===== src/rtl/core_pkg.sv =====
// core_pkg: shared fetch-path widths and the {pc, inst} entry carried from fetch to decode.
package core_pkg;
   localparam int XLEN = 32;
   typedef logic [XLEN-1:0] inst_t;
   typedef struct packed {
      inst_t pc;
      inst_t inst;
   } fetch_entry_t;
endpackage


===== src/rtl/fetch_fifo.sv =====
// fetch_fifo: small circular queue of fetched entries with a single-cycle flush.
module fetch_fifo
   import core_pkg::*;
#(
   parameter int DEPTH = 4,
   parameter type T = fetch_entry_t,
   localparam int AW = $clog2(DEPTH)
)(
   input  logic    clk,
   input  logic    rst,
   input  logic    push,
   input  logic    pop,
   input  logic    flush,
   input  T        wdata,
   output T        rdata,
   output logic [AW:0] count,
   output logic    empty,
   output logic    full
);
   T mem [DEPTH];
   logic [AW-1:0] wr_ptr, rd_ptr;
   logic do_pop;
   assign empty = count == '0;
   assign full = count == (AW+1)'(DEPTH);
   assign do_pop = pop & ~empty;
   assign rdata = mem[rd_ptr];
   always_ff @(posedge clk)
      if (rst || flush) begin
         wr_ptr <= '0;
         rd_ptr <= '0;
         count <= '0;
      end else begin
         wr_ptr <= wr_ptr + AW'(push);
         rd_ptr <= rd_ptr + AW'(do_pop);
         count <= count + (AW+1)'(push) - (AW+1)'(do_pop);
      end
   always_ff @(posedge clk)
      if (push) mem[wr_ptr] <= wdata;
endmodule


===== src/rtl/fetch_buffer.sv =====
// fetch_buffer: issues imem reads for fetch PCs, queues returned {pc, inst} pairs for decode,
// and back-pressures fetch so every outstanding read always has a reserved FIFO slot.
module fetch_buffer
   import core_pkg::*;
#(
   parameter int DEPTH = 4
)(
   input  logic  clk,
   input  logic  rst,
   input  logic  fetch_valid,
   input  inst_t fetch_pc,
   input  logic  flush,
   output logic  stall_output,
   output logic  imem_req,
   output inst_t imem_addr,
   input  inst_t imem_rdata,
   input  logic  decode_ready,
   output logic  decode_valid,
   output inst_t decode_pc,
   output inst_t decode_inst
);
   localparam int AW = $clog2(DEPTH);
   logic inflight, push, empty, full;
   inst_t inflight_pc;
   logic [AW:0] fifo_count;
   fetch_entry_t head;
   // Credits count the in-flight read; pops only free a slot once count updates.
   assign stall_output = full | (({1'b0, fifo_count} + (AW+2)'(inflight)) >= (AW+2)'(DEPTH));
   assign imem_req = fetch_valid & ~stall_output & ~flush;
   assign imem_addr = fetch_pc;
   assign push = inflight & ~flush;
   assign decode_valid = ~empty;
   assign decode_pc = head.pc;
   assign decode_inst = head.inst;
   always_ff @(posedge clk)
      if (rst) begin
         inflight <= 1'b0;
         inflight_pc <= '0;
      end else begin
         inflight <= imem_req;
         if (imem_req) inflight_pc <= fetch_pc;
      end
   fetch_fifo #(.DEPTH(DEPTH), .T(fetch_entry_t)) u_fifo (
      .clk(clk),
      .rst(rst),
      .push(push),
      .pop(decode_ready),
      .flush(flush),
      .wdata('{pc: inflight_pc, inst: imem_rdata}),
      .rdata(head),
      .count(fifo_count),
      .empty(empty),
      .full(full)
   );
endmodule


===== config.mk =====
export PLATFORM = sky130hd
export DESIGN_NAME = fetch_buffer
export DESIGN_NICKNAME = d
export VERILOG_FILES = /design/src/rtl/core_pkg.sv /design/src/rtl/fetch_fifo.sv /design/src/rtl/fetch_buffer.sv
export SDC_FILE = /design/constraint.sdc
export NUM_CORES = 1
export LEC_CHECK = 0
export BUFFER_PORTS_ARGS = -buffer_cell sky130_fd_sc_hd__buf_2
export CORE_MARGIN = 2
export CORE_UTILIZATION = 45
export CTS_CLUSTER_DIAMETER = 40
export DETAILED_ROUTE_END_ITERATION = 8
export PLACE_DENSITY = 0.67
export SYNTH_ARGS = -nofsm -noshare
export SYNTH_HDL_FRONTEND = slang
export SYNTH_SLANG_ARGS = --single-unit

===== constraint.sdc =====
create_clock -name clk -period 6.66 [get_ports clk]
set_input_delay 0.666 -clock clk [delete_from_list [all_inputs] [get_ports clk]]
set_output_delay 0.666 -clock clk [all_outputs]
set_load 0.01 [all_outputs]

# After elaboration in Yosys (flattened, before gate mapping)
# Memories as Yosys holds them, arrays and structs flattened. A register that Yosys moved wholly into a read port is not among the register bits.
# Cells that the tools add are included.
dict set report word_totals {
  reg_bits 40
  ramBits 256
  in_bits 69
  elab_cells 26
  mem_count 1
}
# memory words width rd rd_ports_with_merged_regs write_ports line
set mem_list {}
lappend mem_list {u_fifo.mem 4 64 1 1 1 fetch_fifo.sv:20} ;# T mem [DEPTH];
dict set report op_classes {
  n_addsub 5
  n_lt_le_gt_ge 1
  eq_ne 1
  n_mux 3
  n_bitwise 8
  n_reduce_logical 2
}
# operator count
set op_table {}
lappend op_table {{2-bit by 1-bit adder with 2-bit output} 2}
lappend op_table {{3-bit by 1-bit adder with 4-bit output} 1}
lappend op_table {{1-bit bitwise AND} 4}
lappend op_table {{4-bit by 3-bit >= comparator with 1-bit output, second input constant} 1}
lappend op_table {{3-bit by 1-bit adder with 3-bit output} 1}
lappend op_table {{3-bit == test, second input constant} 1}
lappend op_table {{3-bit zero test} 1}
lappend op_table {{1-bit NOT} 3}
lappend op_table {{3-bit by 1-bit subtractor with 3-bit output} 1}
lappend op_table {{1-bit 2-to-1 mux} 2}
lappend op_table {{2-bit 2-to-1 mux} 1}
lappend op_table {{1-bit logical OR} 1}
lappend op_table {{1-bit bitwise OR} 1}

# Logic depth before layout (Yosys ltp)
# Gate-level depths: netlist (run 1).
dict set report depth {
  word_depth 6
  mapped_depth 7
}

# By module
# Synthesis (run 1) repeated with hierarchy kept, for this count alone.
dict set report hier_totals {
  cells_unflattened 548
  area_unflattened_um2 11409.7
}
# mod n_inst cells_each area_per_inst_um2
set modules_own_cells {}
lappend modules_own_cells {fetch_fifo 1 371 9651.8}
lappend modules_own_cells {fetch_buffer 1 177 1757.9}

# Worst setup path before layout (run 1)
# Ideal clock, no wire load.
dict set report synth_timing {
  path_type {input port to flip-flop}
  startpoint {input flush}
  endpoint {memory u_fifo.mem[0][0] (netlist name), enable pin}
  setup_time_ns 0.578
  arrival_time_ns 5.628
  t_required_ns 6.082
  setup_slack_ns 0.454
  path_stages 2
  path_buffers 0
  cell_sequence {nor2b_1 -> nor3b_1}
}
dict set report synth_between {
  elab_chain_len 4
}
# item line
set synth_rtl {}
lappend synth_rtl {{start, declared} fetch_buffer.sv:12} ;# input logic flush,
lappend synth_rtl {{1-bit NOT} fetch_buffer.sv:31} ;# assign push = inflight & ~flush;
lappend synth_rtl {{1-bit bitwise AND} fetch_buffer.sv:31}
lappend synth_rtl {{1-bit 2-to-1 mux} fetch_fifo.sv:38} ;# if (push) mem[wr_ptr] <= wdata;
lappend synth_rtl {{1-bit 2-to-1 mux (not written as such)} fetch_fifo.sv:38}
lappend synth_rtl {{end, declared} fetch_fifo.sv:20}
# Every way passes these cells.

==> results of run 1 <==
worst max-delay path by stage:
stage	endpoint	slack, ns	start	cells after the start
global placement	u_fifo.mem[2][26]	3.54	flush	5
CTS	decode_pc[0]	3.02	u_fifo.rd_ptr[0]	3
floorplan	u_fifo.mem[0][0]	0.45	flush	2
global route	decode_pc[0]	2.91	u_fifo.rd_ptr[0]	3
detailed placement	u_fifo.mem[2][4]	3.55	flush	5
finish	decode_pc[0]	3.17	u_fifo.rd_ptr[0]	3
cells in the mapped netlist, drive strengths merged:
| cell type | n | area (µm²) |
|---|---|---|
| a211oi | 1 | 20.02 |
| a21oi | 1 | 5.000 |
| and2 | 3 | 18.77 |
| and3 | 1 | 6.260 |
| and3b | 1 | 8.760 |
| and4 | 1 | 11.26 |
| buf | 45 | 339.1 |
| clkbuf | 12 | 45.04 |
| dfxtp | 40 | 800.8 |
| edfxtp | 256 | 7687 |
| fa | 1 | 20.02 |
| ha | 3 | 37.54 |
| inv | 3 | 11.26 |
| mux2i | 32 | 320.3 |
| mux4 | 64 | 1441 |
| nand2 | 3 | 11.26 |
| nand2b | 64 | 400.4 |
| nand3 | 2 | 10.01 |
| nor2 | 3 | 11.26 |
| nor2b | 1 | 6.260 |
| nor3 | 5 | 25.02 |
| nor3b | 2 | 20.02 |
| o21ai | 1 | 5.000 |
| or3 | 1 | 6.260 |
| xnor2 | 1 | 8.760 |
| xor2 | 3 | 26.28 |
routing by layer:
metal,vias up,track usage,part of all wire
met5,-,0,0
met2,171,0.2750,0.50
met1,2725,0.1934,0.41
met3,32,0.04405,0.069
li1,2452,-,-
met4,0,0.04948,0.020
worst reg2reg max path, stage by stage (launching register included):
cell	delay, ns
dfxtp_1	0.37
nor2b_1	0.39
nand2_1	0.16
nor2_4	0.71
buf_4	0.61
cell families (layout without fill, tap and decap cells):
logic type                 Yosys count  count (layout)
AOI/OAI and AO/OA                    3               3
DFF                                296             296
muxes                               96              96
adders and majority gates            4               4
and+or+nand+nor                     87              87
buffers and inverters               60             243
xor gates and xnor gates             4               4
registers in the layout (all words and copies together) (netlist names):
register	count
inflight	1
inflight_pc	32
u_fifo.count	3
u_fifo.mem	256
u_fifo.rd_ptr	2
u_fifo.wr_ptr	2
area by class of cell:
class / count / area, µm²
Clock buffer: 47 / 1046
Clock inverter: 21 / 282.8
Fill cell: 1923 / 11320
Inverter: 3 / 11.26
Multi-Input combinational cell: 194 / 2447
Sequential cell: 296 / 8496
Tap cell: 330 / 412.9
Timing Repair Buffer: 172 / 873.3
power breakdown:
part | total [mW] | leakage, nW | switching [mW] | internal (mW)
Sequential | 2.05 | 2.70 | 0.0151 | 2.03
Clock | 2.07 | 0.638 | 0.751 | 1.32
Combinational | 0.119 | 1.39 | 0.0627 | 0.0559
Total | 4.24 | 4.73 | 0.829 | 3.41
==> results.json, run 1 <==
{
  "status": "completed",
  "powerDensity_nw_per_um2": 312.3,
  "setup_violations": 0,
  "drt-total-wl_mm": 20.48,
  "cp-end-kind": "output pin",
  "final_cells": 1063,
  "clkSinkCount": 296,
  "fin_crit_ns": 3.487,
  "holdWs_ns": 0.3792,
  "muxShareOfSynthArea": 0.1559,
  "fin_util": 0.5451,
  "vias_per_cell": 5.061,
  "r2r_end": "u_fifo.mem[2][30]",
  "die_w_um": 162.5,
  "dp_hpwl_mm": 11.48,
  "core-area_um2": 24890,
  "rows": 58,
  "route.detailed.drc": 0,
  "critPathMaxFanout": 35,
  "path_clk_slew_ns": 0.06,
  "setup_tns_ns": 0,
  "min_to": "u_fifo.mem[0][31]",
  "drtPass1Iterations": 4,
  "yosysWarningCount": 0,
  "synth_compound_area_frac": 0.002657,
  "hold_depth": 1,
  "finalClockSkew_ns": 0.01893,
  "postCtsHoldBufs": 0,
  "period_share": 0.5235,
  "clk_latency_ns": 0.51,
  "hold_path.startpoint": "imem_rdata[31]",
  "critPathSlowestCell": "dfxtp_4",
  "h-tree-depth": 2,
  "antenna_found_initial": 0,
  "hold_viol_final": 0,
  "worst-path-buf-inv": 2,
  "worst_slew_pin_slew_ns": 1.052,
  "synth.avg_cell_area_um2": 20.55,
  "ir_drop_mv": 0.2160,
  "die_area_um2": 26400,
  "cp_cell_sequence": "buf_4 -> mux4_2 -> buf_2",
  "cts.path.max_buffers": 3,
  "seq_area_frac_synth": 0.7509,
  "initial_utilization": 0.4541,
  "relSlewSlack": 0.2985,
  "synth-seq-cells": 296,
  "fin_area_um2": 13570,
  "post_cts_resized": 0,
  "wl_per_cell_um": 19.26,
  "netlist_area_um2": 11300,
  "antenna_left": 0,
  "critPathMaxStageDelay_ns": 0.79,
  "vias": 5380,
  "area_growth_pct": 20.05,
  "critPathArrivalTime_ns": 2.82,
  "drive_above_1_share": 0.4175,
  "grt_pass1_wl_mm": 31.76,
  "synthXorXnorAreaFrac": 0.003099,
  "dp.cells": 995,
  "rrSetupSlack_ns": 4.04,
  "layout_commonest_cell": "edfxtp_1",
  "synth_nets": 623,
  "rsz0062_at_grt": "false",
  "drtIter0Drc": 354,
  "overflow": 0,
  "place_congestion": 0.6802,
  "critical_path_class": "flip-flop to output pin",
  "r2r-start": "inflight",
  "syn_inst": 550,
  "io_pins": 168,
  "p_total_mw": 4.237,
  "place_area_um2": 12240,
  "grt_max_degree": 70,
  "setup_ws_ns": 3.173,
  "post_cts_buffers": 0,
  "critPathTopFamily": "buffers and inverters",
  "grt_pass1_vias": 5801,
  "synth_top_family_by_area": "multiplexers",
  "drv_cap": 0,
  "reg2reg_depth": 4,
  "n_antenna_cell": 0,
  "max_freq_mhz": 286.8,
  "synthDistinctLibCells": 30,
  "synth-simple-area-share": 0.04738,
  "num-nets-final": 777,
  "min_path_type": "input port to flip-flop",
  "track_usage": 0.1583,
  "cts_tree": "yes",
  "cts_root_buf": "clkbuf_16",
  "numCtsBuffers": 37,
  "die_y_um": 162.5,
  "p_leak_nw": 4.733,
  "cp-start-kind": "flip-flop",
  "layout_common_cells": "edfxtp_1, buf_2, mux4_2, nand2b_1, clkbuf_16",
  "critPathRequiredTime_ns": 5.99,
  "dp_slack_ns": 3.554,
  "maxSlewViolCount": 0,
  "synth_fa_ha_area_frac": 0.005092,
  "port_buffers": 167
}
Note: power is estimated with default switching activity, not from simulation.
==> inputs of run 2 (changes only) <==
--- a/config.mk
+++ b/config.mk
@@ -10,7 +10,7 @@
 export CORE_UTILIZATION = 45
 export CTS_CLUSTER_DIAMETER = 40
 export DETAILED_ROUTE_END_ITERATION = 8
-export PLACE_DENSITY = 0.67
+export PLACE_DENSITY = 0.7
 export SYNTH_ARGS = -nofsm -noshare
 export SYNTH_HDL_FRONTEND = slang
 export SYNTH_SLANG_ARGS = --single-unit
==> constraint.sdc (replaced) <==
create_clock -name clk -period 3 [get_ports clk]
set_input_delay 0.3 -clock clk [delete_from_list [all_inputs] [get_ports clk]]
set_output_delay 0.3 -clock clk [all_outputs]
set_load 0.01 [all_outputs]
==> results.json, run 2 (synthesis gave the netlist of run 1 again) <==
{
  "status": "completed",
  "num-nets-final": 801,
  "rows": 58,
  "grt_pass1_vias": 6016,
  "maxSlewViolCount": 0,
  "io_pins": 168,
  "hold_viol_final": 0,
  "area_growth_pct": 22.98,
  "numCtsBuffers": 40,
  "dp_hpwl_mm": 12.65,
  "die_w_um": 162.5,
  "final_cells": 1088,
  "p_leak_nw": 4.867,
  "critPathArrivalTime_ns": 2.08,
  "min_path_type": "input port to flip-flop",
  "initial_utilization": 0.4541,
  "h-tree-depth": 2,
  "dp_slack_ns": 0.8766,
  "critPathRequiredTime_ns": 2.70,
  "port_buffers": 167,
  "layout_commonest_cell": "edfxtp_1",
  "grt_max_degree": 70,
  "drive_above_1_share": 0.4195,
  "relSlewSlack": 0.3673,
  "critical_path_class": "flip-flop to output pin",
  "vias_per_cell": 5.161,
  "largest_reg_flops": 256,
  "ir_drop_mv": 0.3405,
  "core-area_um2": 24890,
  "fin_area_um2": 13900,
  "reg.largest.list": "u_fifo.mem (256), inflight_pc (32), u_fifo.count (3)",
  "powerDensity_nw_per_um2": 689.5,
  "drtPass1Iterations": 4,
  "die_area_um2": 26400,
  "cts_root_buf": "clkbuf_16",
  "grt_pass1_wl_mm": 33.29,
  "place_congestion": 0.8236,
  "setup_tns_ns": 0,
  "cp-end-kind": "output pin",
  "finalClockSkew_ns": 0.01021,
  "place_area_um2": 12370,
  "max_freq_mhz": 419.6,
  "dp.cells": 1000,
  "rsz0062_at_grt": "false",
  "path_clk_slew_ns": 0.05,
  "drv_cap": 0,
  "overflow": 0,
  "drt-total-wl_mm": 21.44,
  "antenna_left": 0,
  "cts_tree": "yes",
  "drtIter0Drc": 362,
  "wl_per_cell_um": 19.71,
  "critPathMaxFanout": 5,
  "setup_ws_ns": 0.6165,
  "period_share": 0.7945,
  "n_antenna_cell": 0,
  "clkSinkCount": 296,
  "layout_common_cells": "edfxtp_1, buf_2, mux4_2, nand2b_1, clkbuf_16",
  "cp-start-kind": "flip-flop",
  "setup_violations": 0,
  "clk_latency_ns": 0.50,
  "track_usage": 0.1661,
  "top_register": "u_fifo.mem",
  "cts.path.max_buffers": 3,
  "worst_slew_pin_slew_ns": 0.9490,
  "fin_crit_ns": 2.383,
  "antenna_found_initial": 2,
  "vias": 5615,
  "die_y_um": 162.5,
  "route.detailed.drc": 0
}
-- run 2: cell count changes in the layout (fill, tap and decap cells not counted), sizes merged --
cell / change
inv: +1
clkinv: +2
buf: +5
bufinv: +1
dlygate4sd3: +16
clkbuf: -2
clkinvlp: +2
-- run 2: worst paths after layout --
check	from	endpoint	slack, ns	cells after the start
worst max-delay path	u_fifo.count[1]	imem_req	0.62	5
worst min-delay path	imem_rdata[18]	u_fifo.mem[1][18]	0.02	1
worst max register to register	u_fifo.count[1]	u_fifo.count[2]	0.85	7
worst min register to register	inflight_pc[13]	u_fifo.mem[3][45]	0.50	0
-- run 2: through the flow --
step	total power, mW	utilization	hold WS, ns
after global routing	9.909	0.5585	0.001797
after CTS	9.702	0.5585	0.0003913
final	9.584	0.5585	0.02035
after floorplan	4.785	-	0.3773
after detailed placement	4.900	0.4970	0.4923
after global placement	4.884	0.4970	0.4720
-- run 2: layout make-up --
| cell class | count | area (µm²) |
|---|---|---|
| multi-input cells | 194 | 2454 |
| well taps | 330 | 412.9 |
| fillers | 1892 | 10990 |
| clock inverters | 27 | 327.8 |
| clock buffers | 45 | 1041 |
| flip-flops and latches | 296 | 8496 |
| repair buffers | 193 | 1159 |
| inverters | 3 | 11.26 |
-- run 2: worst max-delay path, cell delays in order, from the launching register on --
cell      delay (ns)
dfxtp_1         0.36
ha_1            0.24
nor3_1          0.36
a211oi_4        0.09
nor3b_4         0.33
buf_2           0.20
-- run 2: where the power goes --
part / internal, mW / switching (mW)
combinational: 0.141 / 0.148
clock: 3.04 / 1.71
sequential: 4.51 / 0.0319
total: 7.69 / 1.89
-- run 2: layer usage --
metal | global-route usage | wire, µm | vias up
li1 | - | - | 2503
met1 | 0.2031 | 8465 | 2877
met2 | 0.2907 | 11140 | 186
met3 | 0.04202 | 1352 | 45
met4 | 0.05350 | 464 | 4
met5 | 0 | 23 | -
-- run 2: what timing repair did --
action                                  4_1_cts  5_1_grt
endpoints found under the setup margin        0        0
buffers inserted                              0        0
endpoints found under the hold margin        54        0
hold buffers                                 16        0
resized for setup                             0        0
